--- src/rtl/apb_regbank_pkg.sv ---
// Shared types and helpers for the APB4 register bank: FSM states,
// word-offset computation and byte-lane merging.
package apb_regbank_pkg;

  typedef enum logic {
    IDLE,
    ACCESS
  } state_e;

  // Number of low address bits that select a byte within one data word.
  function automatic int lsb_of(input int data_width);
    return $clog2(data_width / 8);
  endfunction

  // Replaces the byte lanes of old selected by strb with those of wdata.
  // Sized for the widest legal bus; callers extend and truncate.
  function automatic logic [63:0] byte_merge(input logic [63:0] old,
                                             input logic [63:0] wdata,
                                             input logic [7:0]  strb);
    logic [63:0] res;
    res = old;
    for (int b = 0; b < 8; b++) begin
      if (strb[b]) res[b*8 +: 8] = wdata[b*8 +: 8];
    end
    return res;
  endfunction

endpackage

--- src/rtl/apb_regbank_decode.sv ---
// Combinational address decode: word index plus the error condition
// (misaligned, out of range, or write to a read-only register).
module apb_regbank_decode
  import apb_regbank_pkg::*;
#(
  parameter int                  ADDR_WIDTH = 8,
  parameter int                  DATA_WIDTH = 32,
  parameter int                  NUM_REGS   = 8,
  parameter logic [NUM_REGS-1:0] RO_MASK    = '0
) (
  input  logic [ADDR_WIDTH-1:0] paddr_i,
  input  logic                  pwrite_i,
  output logic [ADDR_WIDTH-1:0] idx_o,
  output logic                  err_o
);

  localparam int LSB = lsb_of(DATA_WIDTH);
  localparam logic [ADDR_WIDTH-1:0] ALIGN_MASK = ADDR_WIDTH'((1 << LSB) - 1);

  logic [ADDR_WIDTH-1:0] idx;
  logic                  ro;

  // Out-of-range indices never match the loop, so they read as writable.
  always_comb begin
    idx = paddr_i >> LSB;
    ro  = 1'b0;
    for (int i = 0; i < NUM_REGS; i++) begin
      if (idx == ADDR_WIDTH'(i)) ro = RO_MASK[i];
    end
    idx_o = idx;
    err_o = (|(paddr_i & ALIGN_MASK)) | (32'(idx) >= NUM_REGS) | (pwrite_i & ro);
  end

endmodule

--- src/rtl/apb4_slave_regbank.sv ---
// APB4 slave register bank with programmable wait states, byte strobes,
// error response and read-only registers backed by hardware values.
module apb4_slave_regbank
  import apb_regbank_pkg::*;
#(
  parameter int                             ADDR_WIDTH  = 8,
  parameter int                             DATA_WIDTH  = 32,
  parameter int                             NUM_REGS    = 8,
  parameter int                             WAIT_STATES = 0,
  parameter logic [NUM_REGS-1:0]            RO_MASK     = '0,
  parameter logic [NUM_REGS*DATA_WIDTH-1:0] RESET_VAL   = '0
) (
  input  logic                           PCLK,
  input  logic                           PRESETn,
  input  logic                           PSEL,
  input  logic                           PENABLE,
  input  logic                           PWRITE,
  input  logic [ADDR_WIDTH-1:0]          PADDR,
  input  logic [DATA_WIDTH-1:0]          PWDATA,
  input  logic [DATA_WIDTH/8-1:0]        PSTRB,
  output logic                           PREADY,
  output logic [DATA_WIDTH-1:0]          PRDATA,
  output logic                           PSLVERR,
  output logic [NUM_REGS*DATA_WIDTH-1:0] reg_q,
  input  logic [NUM_REGS*DATA_WIDTH-1:0] hw_rd_val,
  output logic [NUM_REGS-1:0]            wr_pulse
);

  localparam int SW = DATA_WIDTH / 8;

  state_e                state_q, state_d;
  logic [3:0]            cnt_q, cnt_d;
  logic                  pready_q, pready_d;
  logic [DATA_WIDTH-1:0] prdata_q, prdata_d;
  logic                  pslverr_q, pslverr_d;
  logic [NUM_REGS-1:0]   wr_pulse_q, wr_pulse_d;
  logic [DATA_WIDTH-1:0] regs_q [NUM_REGS];
  logic [DATA_WIDTH-1:0] regs_d [NUM_REGS];
  logic [ADDR_WIDTH-1:0] idx_q, idx_d;
  logic                  err_q, err_d;
  logic                  write_q, write_d;
  logic [DATA_WIDTH-1:0] wdata_q, wdata_d;
  logic [SW-1:0]         strb_q, strb_d;

  logic [ADDR_WIDTH-1:0] dec_idx, rsp_idx;
  logic                  dec_err, rsp_err, rsp_write;
  logic [DATA_WIDTH-1:0] rsp_data;

  apb_regbank_decode #(
    .ADDR_WIDTH(ADDR_WIDTH),
    .DATA_WIDTH(DATA_WIDTH),
    .NUM_REGS  (NUM_REGS),
    .RO_MASK   (RO_MASK)
  ) u_decode (
    .paddr_i (PADDR),
    .pwrite_i(PWRITE),
    .idx_o   (dec_idx),
    .err_o   (dec_err)
  );

  // With zero wait states the response is built from the live setup-phase decode.
  always_comb begin
    rsp_idx   = (state_q == IDLE) ? dec_idx : idx_q;
    rsp_err   = (state_q == IDLE) ? dec_err : err_q;
    rsp_write = (state_q == IDLE) ? PWRITE  : write_q;
    rsp_data  = '0;
    if (!rsp_write && !rsp_err) begin
      for (int i = 0; i < NUM_REGS; i++) begin
        if (rsp_idx == ADDR_WIDTH'(i))
          rsp_data = RO_MASK[i] ? hw_rd_val[i*DATA_WIDTH +: DATA_WIDTH] : regs_q[i];
      end
    end
  end

  always_comb begin
    state_d    = state_q;
    cnt_d      = cnt_q;
    pready_d   = pready_q;
    prdata_d   = prdata_q;
    pslverr_d  = pslverr_q;
    wr_pulse_d = '0;
    regs_d     = regs_q;
    idx_d      = idx_q;
    err_d      = err_q;
    write_d    = write_q;
    wdata_d    = wdata_q;
    strb_d     = strb_q;

    case (state_q)
      IDLE: begin
        pready_d  = 1'b0;
        prdata_d  = '0;
        pslverr_d = 1'b0;
        if (PSEL && !PENABLE) begin
          idx_d   = dec_idx;
          err_d   = dec_err;
          write_d = PWRITE;
          wdata_d = PWDATA;
          strb_d  = PSTRB;
          state_d = ACCESS;
          cnt_d   = 4'(WAIT_STATES);
          if (WAIT_STATES == 0) begin
            pready_d  = 1'b1;
            pslverr_d = rsp_err;
            prdata_d  = rsp_data;
          end
        end
      end
      ACCESS: begin
        if (!PSEL) begin
          state_d   = IDLE;
          cnt_d     = '0;
          pready_d  = 1'b0;
          prdata_d  = '0;
          pslverr_d = 1'b0;
        end else if (pready_q) begin
          if (PENABLE) begin
            if (write_q && !err_q && (strb_q != '0)) begin
              for (int i = 0; i < NUM_REGS; i++) begin
                if (idx_q == ADDR_WIDTH'(i)) begin
                  regs_d[i] = DATA_WIDTH'(byte_merge(64'(regs_q[i]), 64'(wdata_q), 8'(strb_q)));
                  wr_pulse_d[i] = 1'b1;
                end
              end
            end
            state_d   = IDLE;
            pready_d  = 1'b0;
            prdata_d  = '0;
            pslverr_d = 1'b0;
          end
        end else if (cnt_q != '0) begin
          cnt_d = cnt_q - 4'd1;
          if (cnt_q == 4'd1) begin
            pready_d  = 1'b1;
            pslverr_d = rsp_err;
            prdata_d  = rsp_data;
          end
        end
      end
      default: state_d = IDLE;
    endcase
  end

  always_ff @(posedge PCLK or negedge PRESETn) begin
    if (!PRESETn) begin
      state_q    <= IDLE;
      cnt_q      <= '0;
      pready_q   <= 1'b0;
      prdata_q   <= '0;
      pslverr_q  <= 1'b0;
      wr_pulse_q <= '0;
      idx_q      <= '0;
      err_q      <= 1'b0;
      write_q    <= 1'b0;
      wdata_q    <= '0;
      strb_q     <= '0;
      for (int i = 0; i < NUM_REGS; i++) regs_q[i] <= RESET_VAL[i*DATA_WIDTH +: DATA_WIDTH];
    end else begin
      state_q    <= state_d;
      cnt_q      <= cnt_d;
      pready_q   <= pready_d;
      prdata_q   <= prdata_d;
      pslverr_q  <= pslverr_d;
      wr_pulse_q <= wr_pulse_d;
      idx_q      <= idx_d;
      err_q      <= err_d;
      write_q    <= write_d;
      wdata_q    <= wdata_d;
      strb_q     <= strb_d;
      for (int i = 0; i < NUM_REGS; i++) regs_q[i] <= regs_d[i];
    end
  end

  for (genvar g = 0; g < NUM_REGS; g++) begin : g_flat
    assign reg_q[g*DATA_WIDTH +: DATA_WIDTH] = regs_q[g];
  end

  assign PREADY   = pready_q;
  assign PRDATA   = prdata_q;
  assign PSLVERR  = pslverr_q;
  assign wr_pulse = wr_pulse_q;

endmodule

--- config.mk ---
export PLATFORM = sky130hd
export DESIGN_NAME = apb4_slave_regbank
export DESIGN_NICKNAME = d
export VERILOG_FILES = /design/src/rtl/apb_regbank_pkg.sv /design/src/rtl/apb_regbank_decode.sv /design/src/rtl/apb4_slave_regbank.sv
export SDC_FILE = /design/constraint.sdc
export NUM_CORES = 1
export LEC_CHECK = 0
export BUFFER_PORTS_ARGS = -buffer_cell sky130_fd_sc_hd__buf_4
export CELL_PAD_IN_SITES_DETAIL_PLACEMENT = 0
export CELL_PAD_IN_SITES_GLOBAL_PLACEMENT = 1
export CORE_AREA = 2 2 237 239
export DETAILED_ROUTE_END_ITERATION = 10
export DIE_AREA = 0 0 239 241
export PLACE_DENSITY_LB_ADDON = 0.1
export REMOVE_ABC_BUFFERS = 1
export SYNTH_ARGS = -nofsm -noshare
export SYNTH_HDL_FRONTEND = slang
export SYNTH_SLANG_ARGS = --single-unit
--- constraint.sdc ---
create_clock -name PCLK -period 2.3 [get_ports PCLK]
set_clock_uncertainty 0.1 [all_clocks]
set_input_delay 0.46 -clock PCLK [delete_from_list [all_inputs] [get_ports PCLK]]
set_output_delay 0.46 -clock PCLK [all_outputs]
set_load 0.05 [all_outputs]
; Yosys cells after proc, flatten, opt, wreduce, memory -nomap -nowiden
; Cells that the tools add are included.
[classes]
addsub = 1
order_cmp = 1
eq_ne = 21
muxes = 54
bitwise = 2
reduce_logical = 48
[ops]
columns = operator, n
row1 = 32-bit two-way mux, 15
row2 = 7-bit AND reduction, 32
row3 = 32-bit one-hot mux with 2 select lines, 1
row4 = "6-bit by 3-bit equality test with 1-bit output, second input constant", 8
row5 = 8-bit two-way mux, 5
row6 = "6-bit by 2-bit equality test with 1-bit output, second input constant", 4
row7 = 1-bit two-way mux, 24
row8 = 8-bit zero test, 2
row9 = 4-bit two-way mux, 4
row10 = "6-bit by 1-bit equality test with 1-bit output, second input constant", 2
row11 = "4-bit by 2-bit != test with 1-bit output, second input constant", 2
row12 = 4-bit one-hot mux with 2 select lines, 1
row13 = 4-bit nonzero test, 2
row14 = "6-bit by 4-bit >= comparator with 1-bit output, second input constant", 1
row15 = 6-bit two-way mux, 1
row16 = 1-bit one-hot mux with 2 select lines, 3
row17 = 3-bit AND reduction, 2
row18 = "4-bit by 1-bit equality test with 1-bit output, second input constant", 1
row19 = 1-bit logical AND, 4
row20 = 1-bit zero test, 4
row21 = "4-bit != test, second input constant", 1
row22 = "4-bit by 1-bit subtractor with 4-bit output, second input constant", 1
row23 = "3-bit by 2-bit != test with 1-bit output, second input constant", 1
row24 = "3-bit != test, second input constant", 1
row25 = 5 further kinds, 5
[totals]
regBits = 347
in_bits = 305
output_inout_bits = 298
elab_cells = 170

; Longest topological paths before layout
; Gate-level depths: netlist of run 1.
[depth]
word_depth = 16
mapped_depth = 8
ltp_nobuf = 7

; Hierarchy
; From an unflattened synthesis of run 1, not the netlist that was laid out.
[hier_totals]
hier_cells = 1188
hier_area_um2 = 14964.4
[modules_own_cells]
columns = module, instances, cells_per_inst, area_each_um2, seq_area_each_um2
row1 = apb4_slave_regbank, 1, 1176, 14888.0, 8733.4
row2 = apb_regbank_decode, 1, 12, 76.3, 0.0

; Worst setup path before layout of run 1
; OpenSTA, ideal clock, no wires.
[synth_path]
path_kind = flip-flop to flip-flop
start = reg pready_q (netlist: PREADY)
end = reg regs_q, in the netlist reg_q[128]
setup_time_ps = 125
arrival_ps = 2195
required_ps = 2075
setup_slack_ps = -120
stages_incl_launch_ff = 8
path_buffers = 2
synth_period_minus_slack_ps = 2420
path_cell_list = dfrtp_1 > nand3_2 > nand4b_1 > buf_6 > or3_4 > buf_12 > nor2_8 > mux2_4
[synth_between]
elab_chain_cells = 1
[synth_lines]
columns = item, line
row1 = "start, declared", apb4_slave_regbank.sv:33  ; logic pready_q, pready_d;
row2 = "start signal, assigned", apb4_slave_regbank.sv:161  ; pready_q <= pready_d;
row3 = 7-bit AND reduction (no source line), --
row4 = "end, declared", apb4_slave_regbank.sv:37  ; logic [DATA_WIDTH-1:0] regs_q [NUM_REGS];
; Every way passes these cells.
; A chain may end at the register's enable or synchronous reset.

; Final worst setup path of run 1
[layout_path]
start = reg idx_q[3]
end = reg regs_q, in the netlist reg_q[42]
[layout_between]
elab_chain_cells = 2
[layout_lines]
columns = item, line
row1 = "start, declared", apb4_slave_regbank.sv:39  ; logic [ADDR_WIDTH-1:0] idx_q, idx_d;
row2 = "start signal, assigned", apb4_slave_regbank.sv:165  ; idx_q <= idx_d;
row3 = 6-bit by 1-bit equality test with 1-bit output, apb4_slave_regbank.sv:120  ; if (idx_q == ADDR_WIDTH'(i)) begin
row4 = 7-bit AND reduction (no source line), --
; Every way passes these cells.

==> results.sh, run 1 <==
export IMPL_slowest_stage="dfrtp_1"
export IMPL_die_x_um=239
export IMPL_timing_hold_ws_ns=0.05021
export IMPL_power_mw=15.31
export IMPL_path_buf_inv=3
export IMPL_period_share_pct=105.0
export IMPL_cts_path_max_buffers=3
export IMPL_startpoint_type="flip-flop"
export IMPL_yosysMostFrequentCell="dfrtp_1"
export IMPL_synthTopCellsByCount="dfrtp_1, nand2_1, mux2_2, mux2_4, nor2_1"
export IMPL_m1WireLength_mm=29.22
export IMPL_routed_wirelength_mm=63.64
export IMPL_highest_layer="met5"
export IMPL_fillers=5181
export IMPL_path_clk_slew_ns=0.05
export IMPL_arrival_ns=2.76
export IMPL_timing_setup_tns_ns=-10.37
export IMPL_tritoncts="yes"
export IMPL_placed_area_um2=20480
export IMPL_crit_path_end_kind="flip-flop"
export IMPL_io_buffers=346
export IMPL_routabilityCongestion=0.7719
export IMPL_synth_warnings=0
export IMPL_synth_area_um2=15990
export IMPL_crit_reg2reg_capture="reg_q[42]"
export IMPL_whs_endpoint="idx_q[2]"
export IMPL_worstHoldStart="PADDR[4]"
export IMPL_dr_wl_met3_mm=4.228
export IMPL_final_cell_area_um2=23520
export IMPL_r2r_cells=8
export IMPL_failed_checks="setup timing"
export IMPL_track_usage_pct=21.76
export IMPL_crit_top_cell="buf_12"
export IMPL_drive_gt1_share_pct=50.92
export IMPL_asyncSetResetFlopFracSynth_pct=100.0
export IMPL_drt_initial_drc_count=692
export IMPL_fin_crit_ns=2.415
export IMPL_setup_ws_ns=-0.1153
export IMPL_overflow=0
export IMPL_timing_slew_headroom_pct=49.91
export IMPL_power_density_nw_per_um2=650.8
export IMPL_required_ns=2.64
export IMPL_cp_max_fo=8
export IMPL_synth_area_leaders="dfrtp_1, mux2_2, mux2_4"
export IMPL_core_um2=54880
export IMPL_synth_cells=1215
export IMPL_first_pass_iters=4
export IMPL_worst_pin_slew_ns=0.7513
export IMPL_die_y_um=241
export IMPL_yosysUniqueCellTypes=57
export IMPL_start_util_pct=29.15
export IMPL_rsz0062_at_grt="true"
export IMPL_htree_levels=2
export IMPL_syn2layout_area_growth_pct=47.05
export IMPL_critPathKind="reg2reg"
export IMPL_critical_path_top_delay_family="simple AND/OR/NAND/NOR gates"
export IMPL_drc=0
export IMPL_pin_count=603
export IMPL_timing_hold_violations_final=0
export IMPL_holdPathStages=3
export IMPL_worstHoldPathType="in2reg"
export IMPL_wl_met2_mm=28.78
export IMPL_r2r_start="idx_q[3]"
export IMPL_dp_hpwl_mm=39.40
export IMPL_post_drt_wl_per_cell_um=26.02
export IMPL_cts_sinks=347
export IMPL_rows=86
export IMPL_antenna_left=0
export IMPL_fin_nets=2019
export IMPL_first_global_vias=12690
export IMPL_cts_made_buffers=42
export IMPL_synth_top_area_cell="dfrtp_1"
export IMPL_max_freq_mhz=414.0
export IMPL_antenna_found_initial=4
export IMPL_cap_violations=0
export IMPL_clock_root_buffer="clkbuf_16"
export IMPL_setup_viol=164
export IMPL_rrSetupSlack_ns=-0.12
export IMPL_netlist_area_leader_share_pct=54.29
export IMPL_power_leakage_nw=12.08
export IMPL_vias=12070
export IMPL_clock_latency_ns=0.56
export IMPL_peakVddDrop_mv=0.4718
export IMPL_seq_area_frac_synth_pct=54.29
export IMPL_dieArea_um2=57600
export IMPL_vias_per_cell=4.933
export IMPL_synth_ff_type="dfrtp_1"
export IMPL_status="finished, violations left"
export IMPL_cp_cell_sequence="and4bb_2, nand4b_1, buf_6, or3b_4, buf_12, nor2_4, buf_12, mux2_2"
export IMPL_cpPeakStageDelay_ns=0.38
export IMPL_synth_seq_cells=347
export IMPL_grt_max_degree=60
export IMPL_maxSlewViolCount=0
export IMPL_grt_pass1_wl_mm=90.71
export IMPL_synth_edf_count=0
export IMPL_syn_avg_cell_area_um2=13.16
==> what timing repair did <==
action,in CTS,in global routing
endpoints found under the hold margin,72,0
resized for setup,154,32
gates cloned,8,3
pin swaps,35,52
endpoints found under the setup margin,283,280
buffers inserted,15,12
hold buffers,38,0
==> cell type report <==
type | count | area (µm²) | share of cell area (%)
Multi-Input combinational cell | 794 | 7666 | 32.60
Clock buffer | 64 | 1277 | 5.432
Tap cell | 704 | 880.8 | 3.745
Inverter | 9 | 33.78 | 0.1436
Sequential cell | 347 | 8683 | 36.92
Timing Repair Buffer | 517 | 4872 | 20.72
Clock inverter | 9 | 100.1 | 0.4256
Antenna cell | 2 | 5.005 | 0.02128
==> through the flow <==
stage	setup WS [ns]	utilization, %	std cells
finish	-0.1153	42.86	2446
global route	-0.1607	42.86	2446
CTS	-0.1480	42.42	2432
detailed placement	-0.3025	37.32	2298
global placement	-0.2978	37.32	2298
floorplan	-3.319	-	1150
==> worst reg2reg max path: cells and delay by family (launching register included) <==
kind / cells / cell delay (ns)
simple gates: 4 / 0.97
flops: 1 / 0.38
buf+inv: 3 / 0.51
mux: 1 / 0.34
==> flip-flops by register name, summed over array words and instances (netlist names), 4 cells and up <==
name and flops:
wdata_q 32, wr_pulse 8, PRDATA 32, cnt_q 4
reg_q 256, idx_q 6, strb_q 4
==> where the power goes <==
group	total (mW)	switching, mW	internal, mW
Combinational	2.00	1.16	0.834
Sequential	6.60	0.330	6.27
Clock	6.71	2.68	4.03
Total	15.3	4.17	11.1
==> cells by family (layout without fill, tap and decap cells) <==
group | after synthesis | after routing | share of synthesized area (%)
mux | 292 | 292 | 24.81
other cells | 0 | 2 | 0
simple gates | 315 | 315 | 10.43
buf+inv | 74 | 599 | 2.159
fa+ha+maj | 3 | 3 | 0.2347
xor+xnor | 2 | 2 | 0.1095
flops | 347 | 347 | 54.29
compound gates | 182 | 182 | 7.972
==> metal layers <==
layer | track usage (%) | vias up
li1 | - | 5412
met1 | 30.47 | 6198
met2 | 33.59 | 379
met3 | 5.101 | 76
met4 | 6.288 | 2
met5 | 0 | -
==> worst max path at each step <==
stage	from	cells past startpoint	to
after floorplan	state_q	5	PRDATA[0]
after global placement	PENABLE	9	reg_q[104]
after detailed placement	PENABLE	9	reg_q[104]
after CTS	idx_q[3]	8	reg_q[42]
after global routing	idx_q[3]	7	reg_q[197]
final	idx_q[3]	8	reg_q[42]
==> cells in the final DEF, fill, tap and decap left out, drive strengths merged, types with 3 or more instances in the layout <==
master,instances
nor2,70
mux2i,3
o21ai,39
mux2,258
clkbuf,66
nor3,6
buf,477
nand2,202
a31oi,32
nand3,5
ha,3
dfrtp,347
nor4,3
a21oi,3
dlygate4sd3,38
a32o,31
mux4,31
inv,9
a21o,33
o22ai,32
nand2b,9
clkinv,5
and3,3
or4,3
No activity file was read; power rests on OpenSTA's default activity.
==> inputs of run 2 (changes only) <==
Settings changed: REMOVE_ABC_BUFFERS 1 to unset.
==> run 2 against run 1 <==
The flow still finishes with violations (setup timing). Worst setup slack worse by 0.096 ns. Clock-buffer cell count decreased by 6. Power grew 3.2%. Hold slack worse by 0.010 ns. Core utilization grew 0.34 points. Maximum frequency shrank 3.8%. Combinational power up 3%. Clock power increased by 6.0%. Sequential share of layout area down 0.28 points. Critical path type unchanged.
==> results.sh, run 2 (synthesis gave the netlist of run 1 again) <==
export IMPL_die_y_um=241
export IMPL_layout_common_cells="buf_4, dfrtp_1, mux2_4"
export IMPL_path_buf_inv=2
export IMPL_antenna_found_initial=1
export IMPL_pin_count=603
export IMPL_rows=86
export IMPL_critPathKind="reg2reg"
export IMPL_dp_hpwl_mm=43.45
export IMPL_p_int_mw=11.52
export IMPL_failed_checks="setup timing"
export IMPL_cts_sinks=347
export IMPL_largest_register_ffs=256
export IMPL_htree_levels=2
export IMPL_startpoint_type="flip-flop"
export IMPL_required_ns=2.65
export IMPL_status="finished, violations left"
export IMPL_setup_viol=262
export IMPL_syn2layout_area_growth_pct=48.20
export IMPL_fillers=5192
export IMPL_timing_hold_violations_final=0
export IMPL_clock_root_buffer="clkbuf_16"
export IMPL_dieArea_um2=57600
export IMPL_multi_input_area_um2=7719
export IMPL_drt_initial_drc_count=747
export IMPL_cp_max_fo=8
export IMPL_start_util_pct=29.15
export IMPL_period_share_pct=109.2
export IMPL_first_global_vias=12980
export IMPL_worstHoldPathType="in2reg"
export IMPL_power_leakage_nw=12.19
export IMPL_drc=0
export IMPL_clock_latency_ns=0.58
export IMPL_arrival_ns=2.86
export IMPL_timing_slew_headroom_pct=66.30
export IMPL_vias=12400
export IMPL_peakVddDrop_mv=0.4891
export IMPL_grt_pass1_wl_mm=93.73
export IMPL_maxSlewViolCount=0
export IMPL_worst_pin_slew_ns=0.5055
export IMPL_vias_per_cell=5.042
export IMPL_antenna_left=0
export IMPL_routabilityCongestion=0.8005
export IMPL_overflow=0
export IMPL_drive_gt1_share_pct=52.08
export IMPL_cp_cell_sequence="and4bb_2, nand4b_1, buf_4, or3_4, buf_12, nor2_8, mux2_2"
export IMPL_timing_hold_ws_ns=0.04001
export IMPL_track_usage_pct=22.69
export IMPL_die_x_um=239
export IMPL_setup_ws_ns=-0.2118
export IMPL_syn_num_nets=1523
export IMPL_fin_crit_ns=2.512
export IMPL_max_freq_mhz=398.1
export IMPL_power_density_nw_per_um2=666.5
export IMPL_path_clk_slew_ns=0.06
export IMPL_power_frac_comb_pct=13.0
export IMPL_tritoncts="yes"
export IMPL_core_um2=54880
export IMPL_grt_max_degree=68
export IMPL_pwr_share_seq_pct=41.9
export IMPL_io_buffers=346
export IMPL_slowest_stage="dfrtp_1"
export IMPL_cts_path_max_buffers=3
export IMPL_utilization_pct=43.19
export IMPL_cts_made_buffers=42
export IMPL_cpPeakStageDelay_ns=0.38
export IMPL_first_pass_iters=5
export IMPL_critical_path_top_delay_family="simple AND/OR/NAND/NOR gates"
export IMPL_final_cell_area_um2=23700
export IMPL_fin_nets=2032
export IMPL_cap_violations=0
export IMPL_switching_share_pct=27.11
export IMPL_crit_path_end_kind="flip-flop"
export IMPL_routed_wirelength_mm=65.61
export IMPL_layout_commonest_cell="buf_4"
export IMPL_post_drt_wl_per_cell_um=26.67
export IMPL_regArea_um2=8686
export IMPL_placed_area_um2=20520
export IMPL_pwr_share_clk_pct=45.0
export IMPL_rsz0062_at_grt="true"
export IMPL_switchingPower_mw=4.282
==> run 2: changes by cell type in the layout (fill, tap and decap cells not counted), sizes merged <==
cell	before	now
diode	2	1
bufinv	2	6
inv	9	12
bufbuf	0	1
clkinv	5	7
buf	477	495
dlygate4sd3	38	34
clkbuf	66	58
clkinvlp	2	1
==> run 2: per-layer routing <==
metal	vias up	wire [µm]	share of wire (%)	GRT usage (%)
met5	-	0	0	0
met4	0	954	1.5	4.299
met3	68	5313	8.1	6.863
met2	409	28490	43	34.01
met1	6498	30850	47	32.50
li1	5428	-	-	-
==> run 2: layout make-up <==
| class | count | share of cell area, % |
|---|---|---|
| diodes | 1 | 0.01056 |
| clock buffers | 58 | 5.110 |
| clock inverters | 17 | 1.098 |
| inverters | 9 | 0.1425 |
| multi-input cells | 794 | 32.56 |
| flip-flops and latches | 347 | 36.64 |
| well taps | 704 | 3.716 |
| repair buffers | 530 | 20.72 |
==> run 2: power by group through the flow <==
stage / Combinational [mW] / Clock, mW / Sequential, mW
floorplan: 0.799 / 0 / 6.60
global placement: 1.72 / 0 / 6.70
detailed placement: 1.73 / 0 / 6.71
CTS: 2.08 / 7.27 / 6.61
global route: 2.22 / 7.53 / 6.66
finish: 2.06 / 7.11 / 6.63
==> run 2: path summary, 6_finish.rpt <==
path	startpoint	endpoint	slack, ns	cells after the start
min in group asynchronous	PRESETn	wr_pulse[4]	0.33	2
worst max register to register	idx_q[3]	reg_q[147]	-0.21	7
max in group asynchronous	PRESETn	reg_q[110]	0.98	3
worst max-delay path	idx_q[3]	reg_q[147]	-0.21	7
worst min register to register	PSLVERR	PSLVERR	0.40	2
worst min-delay path	PSTRB[3]	strb_q[3]	0.04	3
==> run 2: worst reg2reg max path: cells and delay by family, from the launching register on <==
kind	cells	cell delay, ns
buffers and inverters	2	0.41
DFF	1	0.38
muxes	1	0.38
and+or+nand+nor	4	1.12
==> run 2: metrics by stage <==
stage	total power, mW	TNS (ns)	setup slack (ns)	cells
finish	15.80	-21.68	-0.2118	2460
global route	16.41	-31.21	-0.2415	2460
CTS	15.97	-22.06	-0.1837	2453
detailed placement	8.438	-69.37	-0.3778	2303
global placement	8.425	-71.49	-0.3828	2303
floorplan	7.404	0	0.04692	1215
==> run 2: repair_timing <==
| action | CTS | global route |
|---|---|---|
| hold buffers | 34 | 0 |
| resized for setup | 166 | 58 |
| hold endpoints to repair | 69 | 0 |
| cloned | 9 | 0 |
| buffers inserted | 37 | 15 |
| endpoints found under the setup margin | 279 | 288 |
| pin swaps | 54 | 30 |
